$ cat config.mk
export PLATFORM = sky130hd
export DESIGN_NAME = wb_stage
export DESIGN_NICKNAME = d
export VERILOG_FILES = /design/src/rtl/wb_stage.sv
export SDC_FILE = /design/constraint.sdc
export NUM_CORES = 1
export LEC_CHECK = 0
export ABC_AREA = 1
export CORE_ASPECT_RATIO = 1.2
export CORE_MARGIN = 2
export CORE_UTILIZATION = 35
export DETAILED_ROUTE_END_ITERATION = 7
export MAX_ROUTING_LAYER = met4
export PLACE_DENSITY_LB_ADDON = 0.2
export REMOVE_ABC_BUFFERS = 1
export SLEW_MARGIN = 20
export SYNTH_ARGS = -nofsm -noshare
export SYNTH_HDL_FRONTEND = slang
export SYNTH_SLANG_ARGS = --single-unit
$ cat constraint.sdc
create_clock -name clk -period 1.3 [get_ports clk]
set_input_delay 0.26 -clock clk [delete_from_list [all_inputs] [get_ports clk]]
set_output_delay 0.26 -clock clk [all_outputs]
set_load 0.05 [all_outputs]
$ cat src/rtl/wb_stage.sv
// Write-back stage: holds one instruction from the memory stage, then commits its
// regfile write, CSR updates and retire trace. Halts the core on ebreak.
module wb_stage #(
    parameter int               XLEN        = 32,
    parameter int               CNT_W       = 64,
    parameter logic [31:0]      EBREAK_INST = 32'h00100073,
    parameter logic [XLEN-1:0]  MSTATUS_RST = 32'h00001800
) (
    input  logic             clk,
    input  logic             rst_n,
    input  logic             valid_last,
    output logic             ready_last,
    input  logic [XLEN-1:0]  pc,
    input  logic [31:0]      inst,
    input  logic             R_wen,
    input  logic [4:0]       rd,
    input  logic             mem_ren,
    input  logic [XLEN-1:0]  MEM_Rdata,
    input  logic [XLEN-1:0]  Ex_result,
    input  logic [3:0]       csr_wen,
    input  logic [XLEN-1:0]  csrs,
    input  logic             jump_flag,
    input  logic             commit_stall,
    output logic             rf_wen,
    output logic [4:0]       rf_waddr,
    output logic [XLEN-1:0]  rf_wdata,
    output logic [XLEN-1:0]  mstatus,
    output logic [XLEN-1:0]  mtvec,
    output logic [XLEN-1:0]  mepc,
    output logic [XLEN-1:0]  mcause,
    output logic             retire_valid,
    output logic [XLEN-1:0]  retire_pc,
    output logic [31:0]      retire_inst,
    output logic             retire_jump,
    output logic [CNT_W-1:0] minstret,
    output logic             halt
);

    typedef enum logic {RUN, HALT} state_t;

    state_t state, state_next;

    logic            v_reg;
    logic [XLEN-1:0] pc_reg;
    logic [31:0]     inst_reg;
    logic            r_wen_reg;
    logic [4:0]      rd_reg;
    logic            mem_ren_reg;
    logic [XLEN-1:0] mem_rdata_reg;
    logic [XLEN-1:0] ex_result_reg;
    logic [3:0]      csr_wen_reg;
    logic [XLEN-1:0] csrs_reg;
    logic            jump_reg;

    logic accept;
    logic commit;
    logic is_ebreak;

    // Reset is folded into commit so a held instruction is dropped, never retired.
    assign commit     = rst_n & v_reg & ~commit_stall & (state == RUN);
    assign ready_last = (state == RUN) & (~v_reg | ~commit_stall);
    assign accept     = valid_last & ready_last;
    assign is_ebreak  = (inst_reg == EBREAK_INST);

    assign rf_wen       = commit & r_wen_reg & (rd_reg != 5'd0) & ~is_ebreak;
    assign rf_waddr     = rd_reg;
    assign rf_wdata     = mem_ren_reg ? mem_rdata_reg : ex_result_reg;
    assign retire_valid = commit;
    assign retire_pc    = pc_reg;
    assign retire_inst  = inst_reg;
    assign retire_jump  = jump_reg;
    assign halt         = (state == HALT);

    always_ff @(posedge clk) begin
        if (!rst_n) begin
            v_reg         <= 1'b0;
            pc_reg        <= '0;
            inst_reg      <= '0;
            r_wen_reg     <= 1'b0;
            rd_reg        <= '0;
            mem_ren_reg   <= 1'b0;
            mem_rdata_reg <= '0;
            ex_result_reg <= '0;
            csr_wen_reg   <= '0;
            csrs_reg      <= '0;
            jump_reg      <= 1'b0;
        end else if (accept) begin
            v_reg         <= 1'b1;
            pc_reg        <= pc;
            inst_reg      <= inst;
            r_wen_reg     <= R_wen;
            rd_reg        <= rd;
            mem_ren_reg   <= mem_ren;
            mem_rdata_reg <= MEM_Rdata;
            ex_result_reg <= Ex_result;
            csr_wen_reg   <= csr_wen;
            csrs_reg      <= csrs;
            jump_reg      <= jump_flag;
        end else if (commit) begin
            v_reg <= 1'b0;
        end
    end

    // Several enable bits may be set at once; all selected CSRs take the same value.
    always_ff @(posedge clk) begin
        if (!rst_n) begin
            mstatus <= MSTATUS_RST;
            mtvec   <= '0;
            mepc    <= '0;
            mcause  <= '0;
        end else if (commit) begin
            if (csr_wen_reg[0]) mstatus <= csrs_reg;
            if (csr_wen_reg[1]) mtvec   <= csrs_reg;
            if (csr_wen_reg[2]) mepc    <= csrs_reg;
            if (csr_wen_reg[3]) mcause  <= csrs_reg;
        end
    end

    always_ff @(posedge clk) begin
        if (!rst_n) begin
            minstret <= '0;
        end else if (commit) begin
            minstret <= minstret + CNT_W'(1);
        end
    end

    always_ff @(posedge clk) begin
        if (!rst_n) begin
            state <= RUN;
        end else begin
            state <= state_next;
        end
    end

    // HALT is sticky; only reset leaves it.
    always_comb begin
        state_next = state;
        if (commit && is_ebreak) begin
            state_next = HALT;
        end
    end

endmodule

## Word-level counts from Yosys, hierarchy flattened

Index checks and enable logic that the tools add are counted.

| word-level totals | value |
|---|---|
| flip-flop bits (word level) | 366 |
| word-level logic and storage cells | 42 |
| output and inout bits | 298 |

| cells by class | value |
|---|---|
| equality and inequality tests | 1 |
| mux-type cells | 3 |
| add/subtract/negate cells | 1 |
| reduce and logical (&&, ||, !) cells | 7 |
| bitwise operators | 13 |

Operators by type and width:

| cell | number |
|---|---|
| $add 64x1->64 const B | 1 |
| $eq 32x21->1 const B | 1 |
| $mux 32 | 1 |
| $and 1x1->1 | 8 |
| $reduce_and 2->1 | 4 |
| $reduce_bool 5->1 | 1 |
| $not 1->1 | 4 |
| $mux 1 | 2 |
| $reduce_bool 2->1 | 1 |
| $logic_and 1x1->1 | 1 |
| $or 1x1->1 | 1 |

## Longest topological paths before layout

| depth | value |
|---|---|
| depth in word-level cells | 6 |
| mapped depth | 12 |
| gate-level depth less buffers | 11 |

## Worst setup path before layout

No wires, ideal clock.

| path | value |
|---|---|
| path kind | flip-flop to output port |
| start | register state (netlist: halt) |
| end | output rf_wen |
| required time | 1.040 ns |
| path buffers | 2 |
| setup slack | -0.924 ns |
| cell stages (with the launch flop) | 8 |
| arrival | 1.964 ns |
| cell sequence | dfxtp_1 > inv_1 > nand2_1 > nor2_4 > buf_6 > buf_4 > o311ai_0 > a21oi_1 |

| on the way | value |
|---|---|
| longest elaborated chain between the ends | 5 |

Ends and longest elaborated chain:

| what | line | source |
|---|---|---|
| from (decl) | 41 | `state_t state, state_next;` |
| from (signal assigned) | 131 | `state <= state_next;` |
| $not 1->1 | 60 | `assign commit = rst_n & v_reg & ~commit_stall & (state == RUN);` |
| $and 1x1->1 | 60 |  |
| $and 1x1->1 (3 in a row) | 65 | `assign rf_wen = commit & r_wen_reg & (rd_reg != 5'd0) & ~is_ebreak;` |
| to (decl) | 24 | `output logic rf_wen,` |

Every way passes these cells.

## Worst setup path in the final report

| path | value |
|---|---|
| start | register inst_reg[19] (netlist: retire_inst[19]) |
| end | output rf_wen |

| on the way | value |
|---|---|
| longest elaborated chain between the ends | 3 |

Ends and longest elaborated chain:

| what | line | source |
|---|---|---|
| from (decl) | 45 | `logic [31:0] inst_reg;` |
| from (signal assigned) | 90 | `inst_reg <= inst;` |
| $eq 32x21->1 | 63 | `assign is_ebreak = (inst_reg == EBREAK_INST);` |
| $not 1->1 | 65 |  |
| $and 1x1->1 | 65 |  |

Every way passes these cells.

==> results.md <==
* Run status: finished, violations left
* Pleak at roughly 13 nW
* Worst Path Required at around 1.0 ns
* Worst skew pair latency at between 0.5 and 0.6 ns
* Kind of critical path: register to primary output
* Synth Warn # at 0
* Largest cells by area after synthesis: dfxtp_1 (49%), nand2_1 (11%), a21oi_1 (10%), nand3_1 (9.2%), nor2_1 (4.8%)
* Post-synth EDFFs at 0
* Proportion of layout cells with a drive suffix above 1 at between 40 and 50%
* First-pass GRT wire length at 103000 um
* Die area at around 44000 um2
* Post-Place Cells at about 3300
* Pwr Density at 935 nW/um2
* Hold buffer count at CTS at 0
* Max reg flops at 64
* Worst r2r dst: mem_ren_reg
* Core box area at around 42000 um2
* # DRC at 0
* Most frequent cells in the layout: nand2_1 (357), buf_12 (354), dfxtp_1 (333), buf_4 (252), a21oi_1 (201)
* Synthesized instance count at roughly 2100
* Unrepaired setup endpoints after global routing: true
* HP Start: rst_n
* Worst setup margin at -0.730 ns
* Reg2Reg Setup Slack at -0.55 ns
* Initial antenna violation count at 8
* Syn_area_per_cell at between 7 and 8 um2
* Max Cap Violations at 0
* FFs w/ async S/R, synth at 0%
* Area Overhead vs Synth at 115%
* Placed instance area at approximately 26000 um2
* Drt first pass iters at 5
* Period utilization at 156%
* Simple-gate share of the synthesized area at 29.2%
* VDD IR max at just under 0.001 V
* Gr usage total at just over 30%
* Post-layout min period at 2.03 ns
* Slew Limit Headroom at between 60% and 70%
* Worst Reg-to-Reg Cells at 11
* Post-synthesis adder-cell area fraction at less than 1%
* Worst-margin pin slew at 0.579 ns
* CP max FO at 2
* Critical path data arrival time at ~1.8 ns
* Final Setup Violations at ~660
* CTS Sinks at between 300 and 400
* HP Class: input port to register
* Commonest non-fill, non-tap cell in the layout: nand2_1
* Achievable Freq at approximately 500 MHz
* Mux contribution to synthesized area at 0%
* Post-synthesis compound-gate area fraction at 14.6%
* Post-synthesis register bit count at 366
* Finished layout cell area at 32200 um2
* Cell Rows at 83
* Reg with most FFs: minstret
* Worst setup SP type: register
* Setup TNS at -163.82 ns
* Layout fillers at ~2600
* Reg2Reg Launch Point: v_reg
* Max Slew Vio Count at 0
* Total number of vias at 18700
* Grt ovf at 0
* Share of the synthesized area in the top cell type at roughly half
* Routed Antenna Nets at 0
* Kind of end point of the critical path: primary output
* Xor/xnor cell area share of the yosys netlist at less than 1%
* Post-synth top flop: dfxtp_1
* Chip Height at between 200 and 250 um
* Largest area contributor in the netlist: dfxtp_1
* CTS buffer count at 39
* Nets at 3054
* Routed wire length at 78500 um
* Detailed Place HPWL at 45100 um
* Hold EP: v_reg
* Vias per std cell at 5.39
* Seq/Total Area, Yosys at approximately half
* Final core utilization at about 76%
* Initial Util at 35.3%
* 1st-iter DRT viols at about 1100
* Clock Tree Buf Depth at 3
* Clock root cell: clkbuf_16
* Pin count of the biggest net entering global routing at 71
* WHS Path Cells at 3
* Vias in the first global route at 18200
* Main combinational cell family by area after synthesis: simple AND/OR/NAND/NOR gates
* H-tree depth at 2
* Routed length per placed instance at 22.6 um
* Clock Pin Slew Worst Setup and Hold Paths at 0.06 ns
* Worst setup path startpoint: retire_inst[19]
* Final Skew at ~0.02 ns
* Port bufs at 473
* Mapped Area at 15000 um2
* Placer Congestion at 0.941
* Post-synth cell types at 37
* Die X at 193 um
* TritonCTS clock tree: done
* Fin cells at 3468
* Failing checks: setup timing
* Ports at ~470
* Final hold vios at 0
[kinds of logic after synthesis]
group                    after synthesis
AND/OR/NAND/NOR                      986
adder cells (fa/ha/maj)                1
XOR/XNOR                               7
flip-flops                           366
buffers and inverters                259
AO/OA/AOI/OAI                        434
[through the flow]
stage	hold WS, ns	total power (W)	worst slack (ns)
CTS	0.0363	0.0288	-0.798
global route	0.0704	0.0309	-0.805
finish	0.0717	0.0301	-0.730
floorplan	0.346	0.0141	-11.42
global placement	0.435	0.0170	-0.773
detailed placement	0.437	0.0171	-0.764
[report_power, final]
part / internal (W) / total, W / switching, W
sequential: 0.0116 / 0.0120 / 0.000401
combinational: 0.00332 / 0.00684 / 0.00353
clock: 0.00636 / 0.0113 / 0.00493
[cell usage after synthesis, types with 2 or more instances]
cell type	instances
xnor2_1	5
buf_1	10
nand4_1	25
nand2_2	9
nor2_2	17
buf_6	2
dfxtp_1	366
o21a_1	2
xor2_1	2
nor4_1	2
inv_1	117
nor2_1	192
buf_4	2
a21oi_1	304
inv_2	3
nand3_1	274
nand3_2	2
nor2_4	11
and2_1	3
o21ai_0	124
clkbuf_1	102
buf_2	23
nand2_1	428
nand2_4	3
nor3_1	13
[layout make-up]
| class | count | area (um2) | area share (%) |
|---|---|---|---|
| inverter | 120 | 473 | 1.47 |
| tap | 552 | 691 | 2.14 |
| clock buffer | 57 | 1140 | 3.55 |
| antenna | 8 | 20.0 | 0.0621 |
| sequential | 366 | 7410 | 23.0 |
| timing repair buffer | 920 | 13200 | 40.8 |
| clock inverter | 15 | 128 | 0.396 |
| multi-input combinational | 1430 | 9230 | 28.6 |
[metal layers]
metal | global-route usage (%) | share of wire [%] | vias up
li1 | - | - | 8497
met1 | 34.2 | 36 | 8966
met2 | 50.6 | 50 | 887
met3 | 6.55 | 6.7 | 336
met4 | 18.7 | 7.5 | 0
met5 | - | 0 | -
[worst max path at each step]
stage,end,cells past startpoint
4_1_cts,rf_wen,5
6_report,rf_wen,7
3_5_place_dp,minstret[63],10
5_1_grt,rf_wen,7
3_3_place_gp,minstret[63],10
2_1_floorplan,csr_wen_reg[0],4
[worst max-delay path, cell delays in order (launching register included)]
cell and delay [ns]:
dfxtp_1 0.32, inv_1 0.07, nand2_1 0.06, nor3_2 0.19
nand4_1 0.15, nor2_2 0.15, a21oi_2 0.09, clkbuf_16 0.19
[timing repair]
| item | in CTS | in global routing |
|---|---|---|
| setup buffers | 67 | 46 |
| setup endpoints to repair | 655 | 664 |
| pin swaps | 90 | 178 |
| cloned | 22 | 38 |
| gates resized for setup | 446 | 460 |
(Power assumes the default switching activity.)
